`config.mk`:
```
export PLATFORM = sky130hd
export DESIGN_NAME = sdram_pkt_capture
export DESIGN_NICKNAME = d
export VERILOG_FILES = /design/src/rtl/sdram_pkt_capture.sv
export SDC_FILE = /design/constraint.sdc
export NUM_CORES = 2
export LEC_CHECK = 0
export BUFFER_PORTS_ARGS = -buffer_cell sky130_fd_sc_hd__buf_2
export CAP_MARGIN = 20
export CORE_MARGIN = 2
export CORE_UTILIZATION = 57
export DETAILED_ROUTE_END_ITERATION = 10
export PLACE_DENSITY = 0.76
export SLEW_MARGIN = 20
export SYNTH_ARGS = -nofsm -noshare
export SYNTH_HDL_FRONTEND = slang
export SYNTH_SLANG_ARGS = --single-unit
export TNS_END_PERCENT = 1
```
`constraint.sdc`:
```
create_clock -name clk -period 2.9 [get_ports clk]
set_input_delay 0.145 -clock clk [delete_from_list [all_inputs] [get_ports clk]]
set_output_delay 0.145 -clock clk [all_outputs]
set_load 0.02 [all_outputs]
```
`src/rtl/sdram_pkt_capture.sv`:
```
// Passive SDRAM command-bus monitor: decodes commands, tracks open rows per bank, and queues
// timestamped packets into a FIFO. Define PKT_FILTER_EN to add a per-command capture mask.
module sdram_pkt_capture #(
    parameter int unsigned BANK_W  = 2,
    parameter int unsigned ROW_W   = 13,
    parameter int unsigned COL_W   = 10,
    parameter int unsigned DATA_W  = 16,
    parameter int unsigned CAS_LAT = 2,
    parameter int unsigned DEPTH   = 16,
    parameter int unsigned TS_W    = 32,
    parameter int unsigned ID_W    = 32
) (
    input  logic                       clk,
    input  logic                       reset_n,
    input  logic                       cs_n,
    input  logic                       ras_n,
    input  logic                       cas_n,
    input  logic                       we_n,
    input  logic [BANK_W-1:0]          ba,
    input  logic [ROW_W-1:0]           addr,
    input  logic [DATA_W-1:0]          dq,
`ifdef PKT_FILTER_EN
    input  logic [7:0]                 filter_mask,
`endif
    output logic                       pkt_valid,
    input  logic                       pkt_ready,
    output logic [TS_W-1:0]            pkt_timestamp,
    output logic [ID_W-1:0]            pkt_id,
    output logic [2:0]                 pkt_command,
    output logic [BANK_W-1:0]          pkt_bank,
    output logic [ROW_W-1:0]           pkt_row,
    output logic [COL_W-1:0]           pkt_col,
    output logic [DATA_W-1:0]          pkt_data,
    output logic                       pkt_err,
    output logic [$clog2(DEPTH):0]     fifo_count,
    output logic                       overflow
);

    localparam int unsigned NB    = 1 << BANK_W;
    localparam int unsigned AW    = (DEPTH > 1) ? $clog2(DEPTH) : 1;
    localparam int unsigned CNT_W = $clog2(DEPTH) + 1;

    localparam logic [2:0] CMD_NOP = 3'b111;
    localparam logic [2:0] CMD_ACT = 3'b011;
    localparam logic [2:0] CMD_PRE = 3'b010;
    localparam logic [2:0] CMD_RD  = 3'b101;
    localparam logic [2:0] CMD_WR  = 3'b100;

    typedef struct packed {
        logic [TS_W-1:0]   ts;
        logic [ID_W-1:0]   id;
        logic [2:0]        cmd;
        logic [BANK_W-1:0] bank;
        logic [ROW_W-1:0]  row;
        logic [COL_W-1:0]  col;
        logic [DATA_W-1:0] data;
        logic              err;
    } pkt_t;

    logic [TS_W-1:0]  ts_q, ts_d;
    logic [ID_W-1:0]  id_q, id_d;
    logic [NB-1:0]    open_q, open_d;
    logic [ROW_W-1:0] open_row_q [NB];
    logic [ROW_W-1:0] open_row_d [NB];

    pkt_t             dl_q [CAS_LAT];
    pkt_t             dl_d [CAS_LAT];
    logic [CAS_LAT-1:0] dl_vld_q, dl_vld_d;

    pkt_t             mem_q [DEPTH];
    pkt_t             mem_d [DEPTH];
    logic [AW-1:0]    wr_q, wr_d, rd_q, rd_d;
    logic [CNT_W-1:0] count_q, count_d;
    logic             ovf_q, ovf_d;

    logic [2:0]       cmd_c;
    logic             cmd_hit_c;
    logic             capture_c;
    pkt_t             new_pkt_c;
    pkt_t             push_pkt_c;
    logic             exit_vld_c;
    logic             full_c;
    logic             pop_c;
    logic             push_c;

    assign cmd_c     = {ras_n, cas_n, we_n};
    assign cmd_hit_c = !cs_n && (cmd_c != CMD_NOP);

`ifdef PKT_FILTER_EN
    assign capture_c = cmd_hit_c && filter_mask[cmd_c];
`else
    assign capture_c = cmd_hit_c;
`endif

    // Command decode and bank state; bank tracking follows every command, filtered or not.
    always_comb begin
        new_pkt_c      = '0;
        new_pkt_c.ts   = ts_q;
        new_pkt_c.id   = id_q;
        new_pkt_c.cmd  = cmd_c;
        new_pkt_c.bank = ba;
        new_pkt_c.row  = addr;
        open_d         = open_q;
        open_row_d     = open_row_q;
        case (cmd_c)
            CMD_ACT: begin
                if (cmd_hit_c) begin
                    open_d[ba]     = 1'b1;
                    open_row_d[ba] = addr;
                end
            end
            CMD_PRE: begin
                if (cmd_hit_c) begin
                    if (addr[10]) open_d = '0;
                    else          open_d[ba] = 1'b0;
                end
            end
            CMD_RD, CMD_WR: begin
                new_pkt_c.row = open_q[ba] ? open_row_q[ba] : '0;
                new_pkt_c.col = addr[COL_W-1:0];
                new_pkt_c.err = !open_q[ba];
                if (cmd_c == CMD_WR) new_pkt_c.data = dq;
            end
            default: ;
        endcase
    end

    // Counters and the equal-length delay line that keeps writes ordered behind late read data.
    always_comb begin
        ts_d        = ts_q + TS_W'(1);
        id_d        = capture_c ? id_q + ID_W'(1) : id_q;
        dl_d[0]     = new_pkt_c;
        dl_vld_d[0] = capture_c;
        for (int unsigned i = 1; i < CAS_LAT; i++) begin
            dl_d[i]     = dl_q[i-1];
            dl_vld_d[i] = dl_vld_q[i-1];
        end
        exit_vld_c = dl_vld_q[CAS_LAT-1];
        push_pkt_c = dl_q[CAS_LAT-1];
        if (push_pkt_c.cmd == CMD_RD) push_pkt_c.data = dq;
    end

    // Output FIFO; a push into a full FIFO survives only if the head leaves in the same cycle.
    always_comb begin
        full_c  = (count_q == CNT_W'(DEPTH));
        pop_c   = (count_q != '0) && pkt_ready;
        push_c  = exit_vld_c && (!full_c || pop_c);
        mem_d   = mem_q;
        wr_d    = wr_q;
        rd_d    = rd_q;
        count_d = count_q;
        ovf_d   = ovf_q;
        if (push_c) begin
            mem_d[wr_q] = push_pkt_c;
            wr_d        = wr_q + AW'(1);
        end
        if (pop_c) rd_d = rd_q + AW'(1);
        if (exit_vld_c && !push_c) ovf_d = 1'b1;
        case ({push_c, pop_c})
            2'b10:   count_d = count_q + CNT_W'(1);
            2'b01:   count_d = count_q - CNT_W'(1);
            default: ;
        endcase
    end

    always_ff @(posedge clk or negedge reset_n) begin
        if (!reset_n) begin
            ts_q     <= '0;
            id_q     <= '0;
            open_q   <= '0;
            dl_vld_q <= '0;
            wr_q     <= '0;
            rd_q     <= '0;
            count_q  <= '0;
            ovf_q    <= 1'b0;
            for (int unsigned i = 0; i < NB; i++)      open_row_q[i] <= '0;
            for (int unsigned i = 0; i < CAS_LAT; i++) dl_q[i]       <= '0;
            for (int unsigned i = 0; i < DEPTH; i++)   mem_q[i]      <= '0;
        end else begin
            ts_q       <= ts_d;
            id_q       <= id_d;
            open_q     <= open_d;
            open_row_q <= open_row_d;
            dl_q       <= dl_d;
            dl_vld_q   <= dl_vld_d;
            mem_q      <= mem_d;
            wr_q       <= wr_d;
            rd_q       <= rd_d;
            count_q    <= count_d;
            ovf_q      <= ovf_d;
        end
    end

    assign pkt_valid     = (count_q != '0);
    assign pkt_timestamp = mem_q[rd_q].ts;
    assign pkt_id        = mem_q[rd_q].id;
    assign pkt_command   = mem_q[rd_q].cmd;
    assign pkt_bank      = mem_q[rd_q].bank;
    assign pkt_row       = mem_q[rd_q].row;
    assign pkt_col       = mem_q[rd_q].col;
    assign pkt_data      = mem_q[rd_q].data;
    assign pkt_err       = mem_q[rd_q].err;
    assign fifo_count    = count_q;
    assign overflow      = ovf_q;

endmodule

```
==> results.sh <==
export IMPL_async_flop_share=1.00
export IMPL_seq_power_share=0.396
export IMPL_clock_sinks=2098
export IMPL_globalplace_congestion=0.793
export IMPL_p_leak_nw=47.9
export IMPL_core_area_um2=156000
export IMPL_clock_skew_ps=43.2
export IMPL_first_pass_iters=5
export IMPL_syn_nets=5853
export IMPL_yosys_most_used_dff="dfrtp_1"
export IMPL_ys_seq_elements=2098
export IMPL_dp_cells=7726
export IMPL_tightest_slew_ps=840
export IMPL_multiInputGateArea_um2=35100
export IMPL_route_detailed_drc=0
export IMPL_ys_types=46
export IMPL_ant_nets=0
export IMPL_status="complete, but fails checks"
export IMPL_r2r_start="fifo_count[3]$_DFFE_PN0P_"
export IMPL_setup_viol=102
export IMPL_intPower_w=0.0670
export IMPL_synthToLayoutAreaGrowth_pct=15.1
export IMPL_grt_pass1_vias=55000
export IMPL_crit_type="reg -> out"
export IMPL_post_route_min_period_ps=3090
export IMPL_slew_headroom=0.435
export IMPL_grt_first_pass_wirelength_um=334000
export IMPL_rr_worst_depth=8
export IMPL_grt_start_max_net_pins=138
export IMPL_cp_data_required_time_ps=2760
export IMPL_min_path_cells=3
export IMPL_nFillCells=10500
export IMPL_drt_total_wl_um=216000
export IMPL_initial_core_util=0.573
export IMPL_portBuffers=153
export IMPL_antenna_found_initial=5
export IMPL_power_density_nw_per_um2=951
export IMPL_p_switching_w=0.0308
export IMPL_cts_tree="done"
export IMPL_cp_end_kind="output pin"
export IMPL_fp_dieW_um=400
export IMPL_hold_end="dl_d[6]$_DFF_PN0_"
export IMPL_row_count=145
export IMPL_synth_top_area_frac=0.588
export IMPL_timing_rr_end="fifo_count[4]$_DFFE_PN0P_"
export IMPL_worstSkewPairLatency_ps=830
export IMPL_clockRootBuffer="clkbuf_16"
export IMPL_register_area_um2=52500
export IMPL_reg2reg_setup_slack_ps=160
export IMPL_dp_hpwl_um=118000
export IMPL_ys_warnings_count=0
export IMPL_yosysMostFrequentCell="dfrtp_1"
export IMPL_htreeDepth=4
export IMPL_yosysTopAreaCell="dfrtp_1"
export IMPL_fin_cells=8207
export IMPL_pwr_share_comb=0.322
export IMPL_clk_pin_slew_ps=60
export IMPL_vdd_drop_max_v=0.000932
export IMPL_die_height_um=400
export IMPL_ys_seq_area_frac=0.588
export IMPL_rsz0062_at_grt="true"
export IMPL_p_total_w=0.0977
export IMPL_avgViaCountPerCell=6.24
export IMPL_start_kind="flop"
export IMPL_ios=154
export IMPL_hold_viol=0
export IMPL_dp_slack_ps=74.9
export IMPL_synth_area_per_cell_um2=15.4
export IMPL_synth_area_leaders="dfrtp_1 59%, mux2_2 19%, mux4_2 11%"
export IMPL_nets=6033
export IMPL_hp_class="in -> reg"
export IMPL_overflow=0
export IMPL_cap_violations=0
export IMPL_clkPwrFrac=0.282
export IMPL_grt_total_usage=0.276
export IMPL_cts_made_buffers=207
export IMPL_cp_data_arrival_time_ps=2950
export IMPL_first_iter_violations=3781
export IMPL_switching_share=0.315
export IMPL_syn_instance_count=5803
export IMPL_die_area_um2=160000
export IMPL_post_route_worst_setup_slack_ps=-192
export IMPL_vias=51200
export IMPL_synth_edf_count=0
export IMPL_period_share=1.07
export IMPL_crit_fanout=6
export IMPL_tns_ps=-8970
export IMPL_max_clock_freq_ghz=0.323
export IMPL_synthTopCellsByCount="2,098 x dfrtp_1, 1,504 x mux2_2, 449 x mux4_2"
export IMPL_drive_gt1_frac=0.470
export IMPL_wl_per_cell_um=26.3
export IMPL_violations="negative setup slack"
export IMPL_slew_violations=0
export IMPL_syn_area_um2=89300
export IMPL_min_from="dq[5]"
export IMPL_cts_buffer_depth=3
## final cells by class
cell class,instances,area share
Sequential cell,2098,0.511
Multi-Input combinational cell,3186,0.341
Clock buffer,313,0.0614
Timing Repair Buffer,466,0.0525
Tap cell,2058,0.0251
Clock inverter,61,0.00765
Inverter,24,0.000877
Antenna cell,1,0.0000244
## metal layers
layer,vias to the layer above,track usage,wire length (um)
met5,-,0,0
met3,360,0.0512,13000
met1,27800,0.394,93400
met2,1404,0.437,104000
li1,21600,-,-
met4,0,0.0812,5730
## worst max-delay path: stages (launching register included)
cell and delay (ps):
dfrtp_4 450, buf_12 170, buf_16 170, buf_12 140
buf_16 140, mux4_2 520, a22oi_2 180, nand2_2 140
buf_2 190
## state kept, by name, summed over array words and instances (netlist names), 4 cells and up
register	flops
mem_q	1744
dl_q	109
rd_q	4
open_q	4
dl_d	109
id_q	32
wr_q	4
fifo_count	5
open_row_q	52
ts_q	32
## power by group through the flow
stage / sequential, W / clock, W / combinational (W)
after global routing: 0.0395 / 0.0293 / 0.0333
after floorplan: 0.0378 / 0 / 0.0192
final: 0.0387 / 0.0276 / 0.0314
after global placement: 0.0388 / 0 / 0.0270
after detailed placement: 0.0392 / 0 / 0.0276
after CTS: 0.0387 / 0.0280 / 0.0304
## what timing repair did
item                       4_1_cts  5_1_grt
pin swaps                       42       52
hold buffers                    40        0
hold endpoints to repair      1607        0
resized for setup              174       85
setup endpoints to repair      109      111
buffers inserted                31       14
cloned                          15        6
## worst max-delay path by stage
stage,startpoint,end,cells after the start
after floorplan,fifo_count[1]$_DFFE_PN0P_,fifo_count[4]$_DFFE_PN0P_,10
after global placement,fifo_count[4]$_DFFE_PN0P_,fifo_count[4]$_DFFE_PN0P_,9
after detailed placement,fifo_count[4]$_DFFE_PN0P_,fifo_count[4]$_DFFE_PN0P_,9
after CTS,rd_q[0]$_DFFE_PN0P_,pkt_timestamp[10],7
after global routing,rd_q[0]$_DFFE_PN0P_,pkt_id[10],8
final,rd_q[0]$_DFFE_PN0P_,pkt_bank[0],8
## through the flow
step | utilization | hold slack [ps] | area [um2]
2_1_floorplan | - | -151 | 89300
3_3_place_gp | 0.598 | 131 | 93200
3_5_place_dp | 0.598 | 126 | 93200
4_1_cts | 0.655 | 37.0 | 102000
5_1_grt | 0.659 | 83.1 | 103000
6_report | 0.659 | 82.8 | 103000
## kinds of logic (layout without fill, tap and decap cells)
logic type / after synthesis / after routing / share of synthesized area
compound gates: 522 / 522 / 0.0374
xor+xnor: 71 / 71 / 0.00697
fa+ha+maj: 12 / 12 / 0.00177
buf+inv: 519 / 864 / 0.0270
flops: 2098 / 2098 / 0.588
mux: 2012 / 2012 / 0.310
other cells: 0 / 1 / 0
simple gates: 569 / 569 / 0.0283
## cells in the final DEF (no fill, tap or decap), drive strengths merged, types with 71 or more instances in the layout
cell / synthesis / routed
dfrtp: 2098 / 2098
mux2: 1545 / 1545
mux4: 449 / 449
buf: 254 / 420
clkbuf: 241 / 320
nand2: 218 / 218
a22oi: 218 / 218
a21oi: 209 / 209
nor2: 205 / 205
o21ai: 71 / 71
Power figures use the tool's default switching activity.
